[config.mk]
export PLATFORM = sky130hd
export DESIGN_NAME = hazard_unit_param_flat
export DESIGN_NICKNAME = d
export VERILOG_FILES = /design/src/rtl/hazard_unit_param_if.sv /design/src/rtl/hazard_unit_param.sv /design/src/flat_wrapper.sv
export SDC_FILE = /design/constraint.sdc
export NUM_CORES = 1
export LEC_CHECK = 0
export CORE_ASPECT_RATIO = 1.75
export CORE_MARGIN = 8
export CORE_UTILIZATION = 36
export DETAILED_ROUTE_END_ITERATION = 8
export PLACE_DENSITY = 0.82
export SLEW_MARGIN = 5
export SYNTH_ARGS = -nofsm -noshare
export SYNTH_HDL_FRONTEND = slang
export SYNTH_SLANG_ARGS = --single-unit
export TNS_END_PERCENT = 100
[constraint.sdc]
create_clock -name clk -period 2.43 [get_ports clk]
set_input_delay 0.729 -clock clk [delete_from_list [all_inputs] [get_ports clk]]
set_output_delay 0.729 -clock clk [all_outputs]
set_load 0.02 [all_outputs]
[src/rtl/hazard_unit_param_if.sv]
// Signal bundle between the pipeline registers and the hazard unit.
// The pipeline drives addresses/controls; the hazard unit returns stalls, flushes and forward selects.
interface hazard_unit_param_if #(
  parameter int unsigned REG_AW  = 5,
  parameter int unsigned NUM_SRC = 2
);
  logic [REG_AW-1:0]         Dreg1_addr;
  logic [REG_AW-1:0]         Dreg2_addr;
  logic [NUM_SRC*REG_AW-1:0] Ereg_addr;
  logic [REG_AW-1:0]         Ewrite_reg_addr;
  logic                      Eload_sig;
  logic [REG_AW-1:0]         Mwrite_reg_addr;
  logic                      Mwrite_reg_sig;
  logic [REG_AW-1:0]         Wwrite_reg_addr;
  logic                      Wwrite_reg_sig;
  logic                      branch_sig;
  logic [4:0]                alucode;
  logic [NUM_SRC*2-1:0]      forwardE;
  logic                      stallF;
  logic                      stallD;
  logic                      stallE;
  logic                      flushD;
  logic                      flushE;
  logic                      flushM;
  logic                      md_busy;
  logic                      md_done;

  modport master (
    output Dreg1_addr, Dreg2_addr, Ereg_addr, Ewrite_reg_addr, Eload_sig,
           Mwrite_reg_addr, Mwrite_reg_sig, Wwrite_reg_addr, Wwrite_reg_sig,
           branch_sig, alucode,
    input  forwardE, stallF, stallD, stallE, flushD, flushE, flushM, md_busy, md_done
  );

  modport slave (
    input  Dreg1_addr, Dreg2_addr, Ereg_addr, Ewrite_reg_addr, Eload_sig,
           Mwrite_reg_addr, Mwrite_reg_sig, Wwrite_reg_addr, Wwrite_reg_sig,
           branch_sig, alucode,
    output forwardE, stallF, stallD, stallE, flushD, flushE, flushM, md_busy, md_done
  );
endinterface

[src/rtl/hazard_unit_param.sv]
// Hazard unit for the 5-stage RV32IM pipeline: EX forwarding, load-use stall, branch flush,
// and an IDLE/BUSY sequencer that holds multi-cycle M-extension ops in E.
module hazard_unit_param #(
  parameter int unsigned REG_AW  = 5,
  parameter int unsigned NUM_SRC = 2,
  parameter int unsigned MUL_LAT = 2,
  parameter int unsigned DIV_LAT = 6,
  parameter int unsigned REM_LAT = 6,
  parameter int unsigned CNT_W   = 4
) (
  input logic               clk,
  input logic               reset,
  hazard_unit_param_if.slave hz
);

  localparam logic [1:0] NORMAL    = 2'd0;
  localparam logic [1:0] WRITEMEM  = 2'd1;
  localparam logic [1:0] WRITEBACK = 2'd2;

  localparam logic [4:0] ALU_MUL    = 5'd19;
  localparam logic [4:0] ALU_MULH   = 5'd20;
  localparam logic [4:0] ALU_MULHSU = 5'd21;
  localparam logic [4:0] ALU_MULHU  = 5'd22;
  localparam logic [4:0] ALU_DIV    = 5'd23;
  localparam logic [4:0] ALU_DIVU   = 5'd24;
  localparam logic [4:0] ALU_REM    = 5'd25;
  localparam logic [4:0] ALU_REMU   = 5'd26;

  localparam int unsigned MaxLat0 = (MUL_LAT > DIV_LAT) ? MUL_LAT : DIV_LAT;
  localparam int unsigned MaxLat  = (MaxLat0 > REM_LAT) ? MaxLat0 : REM_LAT;

  if (CNT_W == 0 || (MaxLat >> CNT_W) != 0) begin : g_cnt_w_check
    $error("hazard_unit_param: CNT_W is too narrow for the configured latencies");
  end

  typedef enum logic {StIdle, StBusy} state_e;

  state_e            state_q;
  logic [CNT_W-1:0]  cnt_q;
  logic              issued_q;
  logic              done_q;

  logic              md_op;
  logic [CNT_W-1:0]  op_lat;
  logic              start_md;
  logic              busy;
  logic              luse;
  logic [REG_AW-1:0] src;

  always_comb begin
    md_op  = 1'b1;
    op_lat = '0;
    case (hz.alucode)
      ALU_MUL, ALU_MULH, ALU_MULHSU, ALU_MULHU: op_lat = CNT_W'(MUL_LAT);
      ALU_DIV, ALU_DIVU:                        op_lat = CNT_W'(DIV_LAT);
      ALU_REM, ALU_REMU:                        op_lat = CNT_W'(REM_LAT);
      default:                                  md_op  = 1'b0;
    endcase
  end

  // issued_q blocks the still-present op from restarting on the cycle it finally leaves E.
  assign busy     = (state_q == StBusy);
  assign start_md = !busy && md_op && !hz.branch_sig && !issued_q && (op_lat != '0);

  always_ff @(posedge clk or posedge reset) begin
    if (reset) begin
      state_q  <= StIdle;
      cnt_q    <= '0;
      issued_q <= 1'b0;
      done_q   <= 1'b0;
    end else begin
      unique case (state_q)
        StIdle: begin
          if (start_md) begin
            state_q  <= StBusy;
            cnt_q    <= op_lat;
            issued_q <= 1'b1;
            done_q   <= (op_lat == CNT_W'(1));
          end else begin
            issued_q <= 1'b0;
            done_q   <= 1'b0;
          end
        end
        StBusy: begin
          if (cnt_q <= CNT_W'(1)) begin
            state_q <= StIdle;
            cnt_q   <= '0;
            done_q  <= 1'b0;
          end else begin
            cnt_q  <= cnt_q - CNT_W'(1);
            done_q <= (cnt_q == CNT_W'(2));
          end
        end
        default: begin
          state_q <= StIdle;
          cnt_q   <= '0;
          done_q  <= 1'b0;
        end
      endcase
    end
  end

  assign luse = hz.Eload_sig && (hz.Ewrite_reg_addr != '0) &&
                ((hz.Ewrite_reg_addr == hz.Dreg1_addr) || (hz.Ewrite_reg_addr == hz.Dreg2_addr));

  always_comb begin
    hz.stallF = 1'b0;
    hz.stallD = 1'b0;
    hz.stallE = 1'b0;
    hz.flushD = 1'b0;
    hz.flushE = 1'b0;
    hz.flushM = 1'b0;
    if (reset) begin
      hz.stallF = 1'b0;
    end else if (busy) begin
      hz.stallF = 1'b1;
      hz.stallD = 1'b1;
      hz.stallE = 1'b1;
      hz.flushM = 1'b1;
    end else if (hz.branch_sig) begin
      // D holds a wrong-path instruction, so a coincident load-use needs no stall.
      hz.flushD = 1'b1;
      hz.flushE = 1'b1;
    end else if (luse) begin
      hz.stallF = 1'b1;
      hz.stallD = 1'b1;
      hz.flushE = 1'b1;
    end
  end

  assign hz.md_busy = busy;
  assign hz.md_done = done_q;

  always_comb begin
    hz.forwardE = '0;
    src         = '0;
    for (int i = 0; i < NUM_SRC; i++) begin
      src = hz.Ereg_addr[i*REG_AW +: REG_AW];
      if (hz.Mwrite_reg_sig && src != '0 && src == hz.Mwrite_reg_addr) begin
        hz.forwardE[i*2 +: 2] = WRITEMEM;
      end else if (hz.Wwrite_reg_sig && src != '0 && src == hz.Wwrite_reg_addr) begin
        hz.forwardE[i*2 +: 2] = WRITEBACK;
      end else begin
        hz.forwardE[i*2 +: 2] = NORMAL;
      end
    end
  end

endmodule

[src/flat_wrapper.sv]
// flat-port wrapper written by rule: the top's interface ports become plain ports
module hazard_unit_param_flat 
#(
  parameter int unsigned REG_AW  = 5,
  parameter int unsigned NUM_SRC = 2,
  parameter int unsigned MUL_LAT = 2,
  parameter int unsigned DIV_LAT = 6,
  parameter int unsigned REM_LAT = 6,
  parameter int unsigned CNT_W   = 4
)
  (clk, reset, hz_Dreg1_addr, hz_Dreg2_addr, hz_Ereg_addr, hz_Ewrite_reg_addr, hz_Eload_sig, hz_Mwrite_reg_addr, hz_Mwrite_reg_sig, hz_Wwrite_reg_addr, hz_Wwrite_reg_sig, hz_branch_sig, hz_alucode, hz_forwardE, hz_stallF, hz_stallD, hz_stallE, hz_flushD, hz_flushE, hz_flushM, hz_md_busy, hz_md_done);
  hazard_unit_param_if #(.REG_AW(REG_AW), .NUM_SRC(NUM_SRC)) hz_i ();
  input logic clk;
  input logic reset;
  input wire logic [$bits(hz_i.Dreg1_addr)-1:0] hz_Dreg1_addr;
  input wire logic [$bits(hz_i.Dreg2_addr)-1:0] hz_Dreg2_addr;
  input wire logic [$bits(hz_i.Ereg_addr)-1:0] hz_Ereg_addr;
  input wire logic [$bits(hz_i.Ewrite_reg_addr)-1:0] hz_Ewrite_reg_addr;
  input wire logic [$bits(hz_i.Eload_sig)-1:0] hz_Eload_sig;
  input wire logic [$bits(hz_i.Mwrite_reg_addr)-1:0] hz_Mwrite_reg_addr;
  input wire logic [$bits(hz_i.Mwrite_reg_sig)-1:0] hz_Mwrite_reg_sig;
  input wire logic [$bits(hz_i.Wwrite_reg_addr)-1:0] hz_Wwrite_reg_addr;
  input wire logic [$bits(hz_i.Wwrite_reg_sig)-1:0] hz_Wwrite_reg_sig;
  input wire logic [$bits(hz_i.branch_sig)-1:0] hz_branch_sig;
  input wire logic [$bits(hz_i.alucode)-1:0] hz_alucode;
  output wire logic [$bits(hz_i.forwardE)-1:0] hz_forwardE;
  output wire logic [$bits(hz_i.stallF)-1:0] hz_stallF;
  output wire logic [$bits(hz_i.stallD)-1:0] hz_stallD;
  output wire logic [$bits(hz_i.stallE)-1:0] hz_stallE;
  output wire logic [$bits(hz_i.flushD)-1:0] hz_flushD;
  output wire logic [$bits(hz_i.flushE)-1:0] hz_flushE;
  output wire logic [$bits(hz_i.flushM)-1:0] hz_flushM;
  output wire logic [$bits(hz_i.md_busy)-1:0] hz_md_busy;
  output wire logic [$bits(hz_i.md_done)-1:0] hz_md_done;
  assign hz_i.Dreg1_addr = hz_Dreg1_addr;
  assign hz_i.Dreg2_addr = hz_Dreg2_addr;
  assign hz_i.Ereg_addr = hz_Ereg_addr;
  assign hz_i.Ewrite_reg_addr = hz_Ewrite_reg_addr;
  assign hz_i.Eload_sig = hz_Eload_sig;
  assign hz_i.Mwrite_reg_addr = hz_Mwrite_reg_addr;
  assign hz_i.Mwrite_reg_sig = hz_Mwrite_reg_sig;
  assign hz_i.Wwrite_reg_addr = hz_Wwrite_reg_addr;
  assign hz_i.Wwrite_reg_sig = hz_Wwrite_reg_sig;
  assign hz_i.branch_sig = hz_branch_sig;
  assign hz_i.alucode = hz_alucode;
  assign hz_forwardE = hz_i.forwardE;
  assign hz_stallF = hz_i.stallF;
  assign hz_stallD = hz_i.stallD;
  assign hz_stallE = hz_i.stallE;
  assign hz_flushD = hz_i.flushD;
  assign hz_flushE = hz_i.flushE;
  assign hz_flushM = hz_i.flushM;
  assign hz_md_busy = hz_i.md_busy;
  assign hz_md_done = hz_i.md_done;
  hazard_unit_param #(.REG_AW(REG_AW), .NUM_SRC(NUM_SRC), .MUL_LAT(MUL_LAT), .DIV_LAT(DIV_LAT), .REM_LAT(REM_LAT), .CNT_W(CNT_W)) u_core (.clk(clk), .reset(reset), .hz(hz_i));
endmodule
==> impl_metrics.xml <==
<?xml version="1.0" encoding="UTF-8"?>
<metrics>
  <group name="run_status">
    <metric name="run_status" unit="">finished, violations left</metric>
    <metric name="violations" unit="">setup timing</metric>
  </group>
  <group name="synth">
    <metric name="mappedNetlistNets" unit="">152</metric>
    <metric name="post_synth_and_or_nand_nor_area_fraction" unit="%">25.9</metric>
    <metric name="postSynthCellCount" unit="">103</metric>
    <metric name="post_synth_instance_area" unit="um^2">885</metric>
    <metric name="synth-adder-area-share" unit="%">4.24</metric>
    <metric name="synth_seq_area_share" unit="%">19.8</metric>
    <metric name="dominant_combinational_cell_family_by_area_after_synthesis" unit="">XOR/XNOR gates</metric>
    <metric name="synth_compound_area_share" unit="%">13.4</metric>
    <metric name="post_synth_num_cell_types" unit="">32</metric>
    <metric name="synth-xor-area-share" unit="%">30.7</metric>
    <metric name="yosys_register_bits" unit="">7</metric>
    <metric name="synth-warning-count" unit="">0</metric>
    <metric name="syn-mean-instance-area" unit="um^2">8.59</metric>
    <metric name="synth_mux_area_share" unit="%">1.27</metric>
  </group>
  <group name="sta">
    <metric name="final-setup-viol-count" unit="">7</metric>
    <metric name="post-route-worst-setup-slack" unit="ns">-0.243</metric>
    <metric name="timing.max_slew.rel_slack" unit="%">56.3</metric>
    <metric name="final-hold-violation-count" unit="">0</metric>
    <metric name="setup_repair_after_global_routing_missed_its_margin" unit="">yes</metric>
    <metric name="finalClockSkew" unit="ns">0.00479</metric>
    <metric name="final_min_period_over_clock_period" unit="%">110</metric>
    <metric name="totalNegativeSetupSlack" unit="ns">-1.31</metric>
    <metric name="timing.final.crit_period" unit="ns">2.67</metric>
    <metric name="whs" unit="ns">0.523</metric>
    <metric name="highest_attainable_clock_frequency" unit="MHz">374</metric>
    <metric name="tightest_pin_transition" unit="ns">0.651</metric>
    <metric name="slew_violations" unit="">0</metric>
  </group>
  <group name="routing">
    <metric name="drt_drc_violations_left" unit="">0</metric>
    <metric name="detail_route.iter0.violations" unit="">13</metric>
    <metric name="drt_wl_total" unit="um">3750</metric>
    <metric name="route.vias.total" unit="">1123</metric>
    <metric name="detail_route.vias_per_cell" unit="">5.43</metric>
    <metric name="router_iterations_before_antenna_repair" unit="">4</metric>
    <metric name="wl_per_cell" unit="um">18.1</metric>
    <metric name="ant_nets" unit="">0</metric>
  </group>
  <group name="cts">
    <metric name="clkLatencyLatePin" unit="ns">0.23</metric>
    <metric name="clock_sink_count" unit="">7</metric>
    <metric name="cts.clk_slew.worst_paths" unit="ns">0.04</metric>
    <metric name="cts_made_buffers" unit="">3</metric>
    <metric name="clock_tree_from_tritoncts" unit="">built</metric>
    <metric name="ctsHtreeMaxLevel" unit="">1</metric>
    <metric name="cts-root-to-sink-buffers" unit="">2</metric>
    <metric name="root_buffer" unit="">sky130_fd_sc_hd__clkbuf_8</metric>
    <metric name="hold_buffers" unit="">0</metric>
  </group>
  <group name="grt">
    <metric name="grt_first_pass_wirelength" unit="um">5750</metric>
    <metric name="antenna_found_initial" unit="">0</metric>
    <metric name="via_count_of_the_first_global_routing_pass" unit="">1336</metric>
    <metric name="overall_fraction_of_global_route_tracks_in_use" unit="%">17.4</metric>
    <metric name="grt_start_max_net_pins" unit="">10</metric>
    <metric name="grt.overflow.total" unit="">0</metric>
  </group>
  <group name="setup_path">
    <metric name="worst_path_max_delay_cell" unit="">sky130_fd_sc_hd__or4_4</metric>
    <metric name="worst_path_buffer_plus_inverter_count" unit="">2</metric>
    <metric name="timing.reg2reg.setup_slack" unit="ns">0.57</metric>
    <metric name="timing.rr.end" unit="">u_core.cnt_q[3]$_DFFE_PP0P_</metric>
    <metric name="crit_chain" unit="">buf_6 -&gt; or4_4 -&gt; nor2_4 -&gt; nor4_4 -&gt; nor4_4 -&gt; buf_4</metric>
    <metric name="kind_of_end_point_of_the_critical_path" unit="">primary output</metric>
    <metric name="dominant_delay_contributor_by_cell_family_on_the_critical_path" unit="">simple AND/OR/NAND/NOR gates</metric>
    <metric name="worst_path_most_repeated_cell" unit="">sky130_fd_sc_hd__nor4_4</metric>
    <metric name="cp-start-kind" unit="">input port</metric>
    <metric name="delay_contributed_by_the_slowest_stage_of_the_critical_path" unit="ns">0.53</metric>
    <metric name="required_time_of_the_critical_path" unit="ns">1.70</metric>
    <metric name="worst_r2r_startpoint" unit="">u_core.cnt_q[0]$_DFFE_PP0P_</metric>
    <metric name="crit_arrival" unit="ns">1.94</metric>
    <metric name="critical_path.max_fanout" unit="">2</metric>
    <metric name="worstRegToRegCells" unit="">6</metric>
    <metric name="worstSetupPathType" unit="">input port to primary output</metric>
  </group>
  <group name="power_and_ir_drop">
    <metric name="power.leakage" unit="uW">0.000810</metric>
    <metric name="pwr_density_cell" unit="nW/um^2">531</metric>
    <metric name="vdd_ir_drop_max" unit="mV">0.317</metric>
  </group>
  <group name="layout">
    <metric name="final_cell_mix" unit="">sky130_fd_sc_hd__buf_4 (23), sky130_fd_sc_hd__xnor2_1 (15), sky130_fd_sc_hd__buf_6 (12)</metric>
    <metric name="register_area" unit="um^2">175</metric>
    <metric name="synthToLayoutAreaGrowth" unit="%">97.6</metric>
    <metric name="fillCellCount" unit="">186</metric>
    <metric name="utilization" unit="%">72.8</metric>
    <metric name="mostFrequentLayoutCell" unit="">sky130_fd_sc_hd__buf_4</metric>
    <metric name="final_net_count" unit="">231</metric>
    <metric name="share_of_post_route_cells_with_drive_strength_above_1" unit="%">45.9</metric>
    <metric name="n_antenna_cell" unit="">0</metric>
    <metric name="multi_input_area" unit="um^2">820</metric>
    <metric name="post-route-cell-area" unit="um^2">1750</metric>
  </group>
  <group name="floorplanning">
    <metric name="chipWidth" unit="um">53.5</metric>
    <metric name="core_area" unit="um^2">2400</metric>
    <metric name="ioPinCount" unit="">58</metric>
    <metric name="fp-row-count" unit="">24</metric>
    <metric name="die_area" unit="um^2">4360</metric>
    <metric name="initial_core_util" unit="%">36.8</metric>
    <metric name="die_h" unit="um">81.6</metric>
  </group>
  <group name="worst_hold_path">
    <metric name="worstHoldStart" unit="">u_core.issued_q$_DFFE_PP0N_</metric>
    <metric name="hold-path-endpoint" unit="">u_core.issued_q$_DFFE_PP0N_</metric>
    <metric name="holdPathStages" unit="">2</metric>
    <metric name="worstHoldPathType" unit="">flop to flop</metric>
  </group>
  <group name="placed_design">
    <metric name="placed_cell_area" unit="um^2">1650</metric>
    <metric name="gp_congestion" unit="">0.914</metric>
    <metric name="placement.io_buffers" unit="">57</metric>
    <metric name="total_half_perimeter_wirelength_after_legalization_and_detailed_placement" unit="um">3030</metric>
  </group>
  <group name="run">
    <metric name="cap_viol_max_count" unit="">0</metric>
  </group>
</metrics>
[cell usage after synthesis]
cell type | count | area, um^2
sky130_fd_sc_hd__nor2_1 | 5 | 18.8
sky130_fd_sc_hd__o41ai_1 | 2 | 17.5
sky130_fd_sc_hd__a21o_1 | 2 | 15.0
sky130_fd_sc_hd__nor4_2 | 3 | 37.5
sky130_fd_sc_hd__nand3_1 | 1 | 5.00
sky130_fd_sc_hd__xor2_1 | 12 | 105
sky130_fd_sc_hd__nor4b_1 | 1 | 8.76
sky130_fd_sc_hd__dfrtp_1 | 7 | 175
sky130_fd_sc_hd__clkbuf_1 | 1 | 3.75
sky130_fd_sc_hd__inv_1 | 6 | 22.5
sky130_fd_sc_hd__ha_1 | 3 | 37.5
sky130_fd_sc_hd__a2111oi_0 | 1 | 8.76
sky130_fd_sc_hd__o22a_1 | 1 | 8.76
sky130_fd_sc_hd__mux2_2 | 1 | 11.3
sky130_fd_sc_hd__xnor2_1 | 19 | 166
sky130_fd_sc_hd__nor3b_2 | 1 | 12.5
sky130_fd_sc_hd__or4_4 | 2 | 22.5
sky130_fd_sc_hd__nor3b_1 | 1 | 7.51
sky130_fd_sc_hd__nor3_1 | 3 | 15.0
sky130_fd_sc_hd__a21oi_1 | 4 | 20.0
sky130_fd_sc_hd__nor2_4 | 2 | 22.5
sky130_fd_sc_hd__o22ai_1 | 1 | 6.26
sky130_fd_sc_hd__o31ai_1 | 1 | 7.51
sky130_fd_sc_hd__nor3_2 | 1 | 10.0
sky130_fd_sc_hd__a22oi_1 | 1 | 7.51
sky130_fd_sc_hd__nor4_1 | 1 | 6.26
sky130_fd_sc_hd__or4_1 | 1 | 7.51
sky130_fd_sc_hd__o21ai_0 | 4 | 20.0
sky130_fd_sc_hd__nand2_1 | 8 | 30.0
sky130_fd_sc_hd__buf_4 | 2 | 15.0
sky130_fd_sc_hd__nand4_1 | 4 | 25.0
sky130_fd_sc_hd__a21boi_0 | 1 | 7.51
[kinds of logic after synthesis]
logic type | count (synthesis)
adder cells (fa/ha/maj) | 3
flip-flops | 7
multiplexers | 1
AND/OR/NAND/NOR | 34
buffers and inverters | 9
AO/OA/AOI/OAI | 18
XOR/XNOR | 31
[per-stage QoR]
step | cells | worst slack, ns | total power (uW)
after global routing | 207 | -0.298 | 988
after floorplan | 103 | -0.174 | 512
after CTS | 206 | -0.336 | 911
after global placement | 201 | -1.04 | 734
final | 207 | -0.243 | 928
after detailed placement | 201 | -1.10 | 763
[power breakdown]
part / switching (uW) / internal, uW
registers: 65.3 / 164
logic: 266 / 266
clock network: 55.7 / 111
[sequential cells by signal, summed over array words and instances, names as in the netlist]
signal             flops
u_core.issued_q        1
u_core.hz.md_busy      1
u_core.hz.md_done      1
u_core.cnt_q           4
[worst max path at each step]
| stage | startpoint | to | slack [ns] | cells after the start |
|---|---|---|---|---|
| 2_1_floorplan | hz_Ewrite_reg_addr[3] | hz_stallF | -0.17 | 5 |
| 3_3_place_gp | hz_Ewrite_reg_addr[0] | hz_stallD | -1.04 | 6 |
| 3_5_place_dp | hz_Ewrite_reg_addr[2] | hz_stallD | -1.10 | 6 |
| 4_1_cts | hz_Ereg_addr[3] | hz_forwardE[1] | -0.34 | 6 |
| 5_1_grt | hz_Ereg_addr[9] | hz_forwardE[3] | -0.30 | 6 |
| 6_report | hz_Ereg_addr[4] | hz_forwardE[1] | -0.24 | 6 |
[final cells by class]
cell class,instances,share of cell area (%)
Multi-Input combinational cell,87,46.9
Tap cell,26,1.86
Sequential cell,7,10.0
Inverter,6,1.29
Clock inverter,1,0.286
Timing Repair Buffer,77,37.3
Clock buffer,3,2.36
[worst min-delay path: cells and delay by family (launching register included)]
kind / cells / cell delay, ns
compound gates: 1 / 0.07
flops: 1 / 0.36
simple gates: 1 / 0.05
[per-layer routing]
layer,part of all wire [%],up-vias,global-route usage (%),routed length [um]
met1,29,522,13.0,1100
met2,57,63,34.9,2140
met3,9.6,17,7.07,360
met4,3.9,0,8.12,145
met5,0,-,0,0
li1,-,521,-,-
[timing repair]
item                                    in CTS  in global routing
buffers inserted                             2                  1
gates resized for setup                    140                 43
pin swaps                                   28                 28
endpoints found under the setup margin      10                 10
Note: power is estimated with default switching activity, not from simulation.
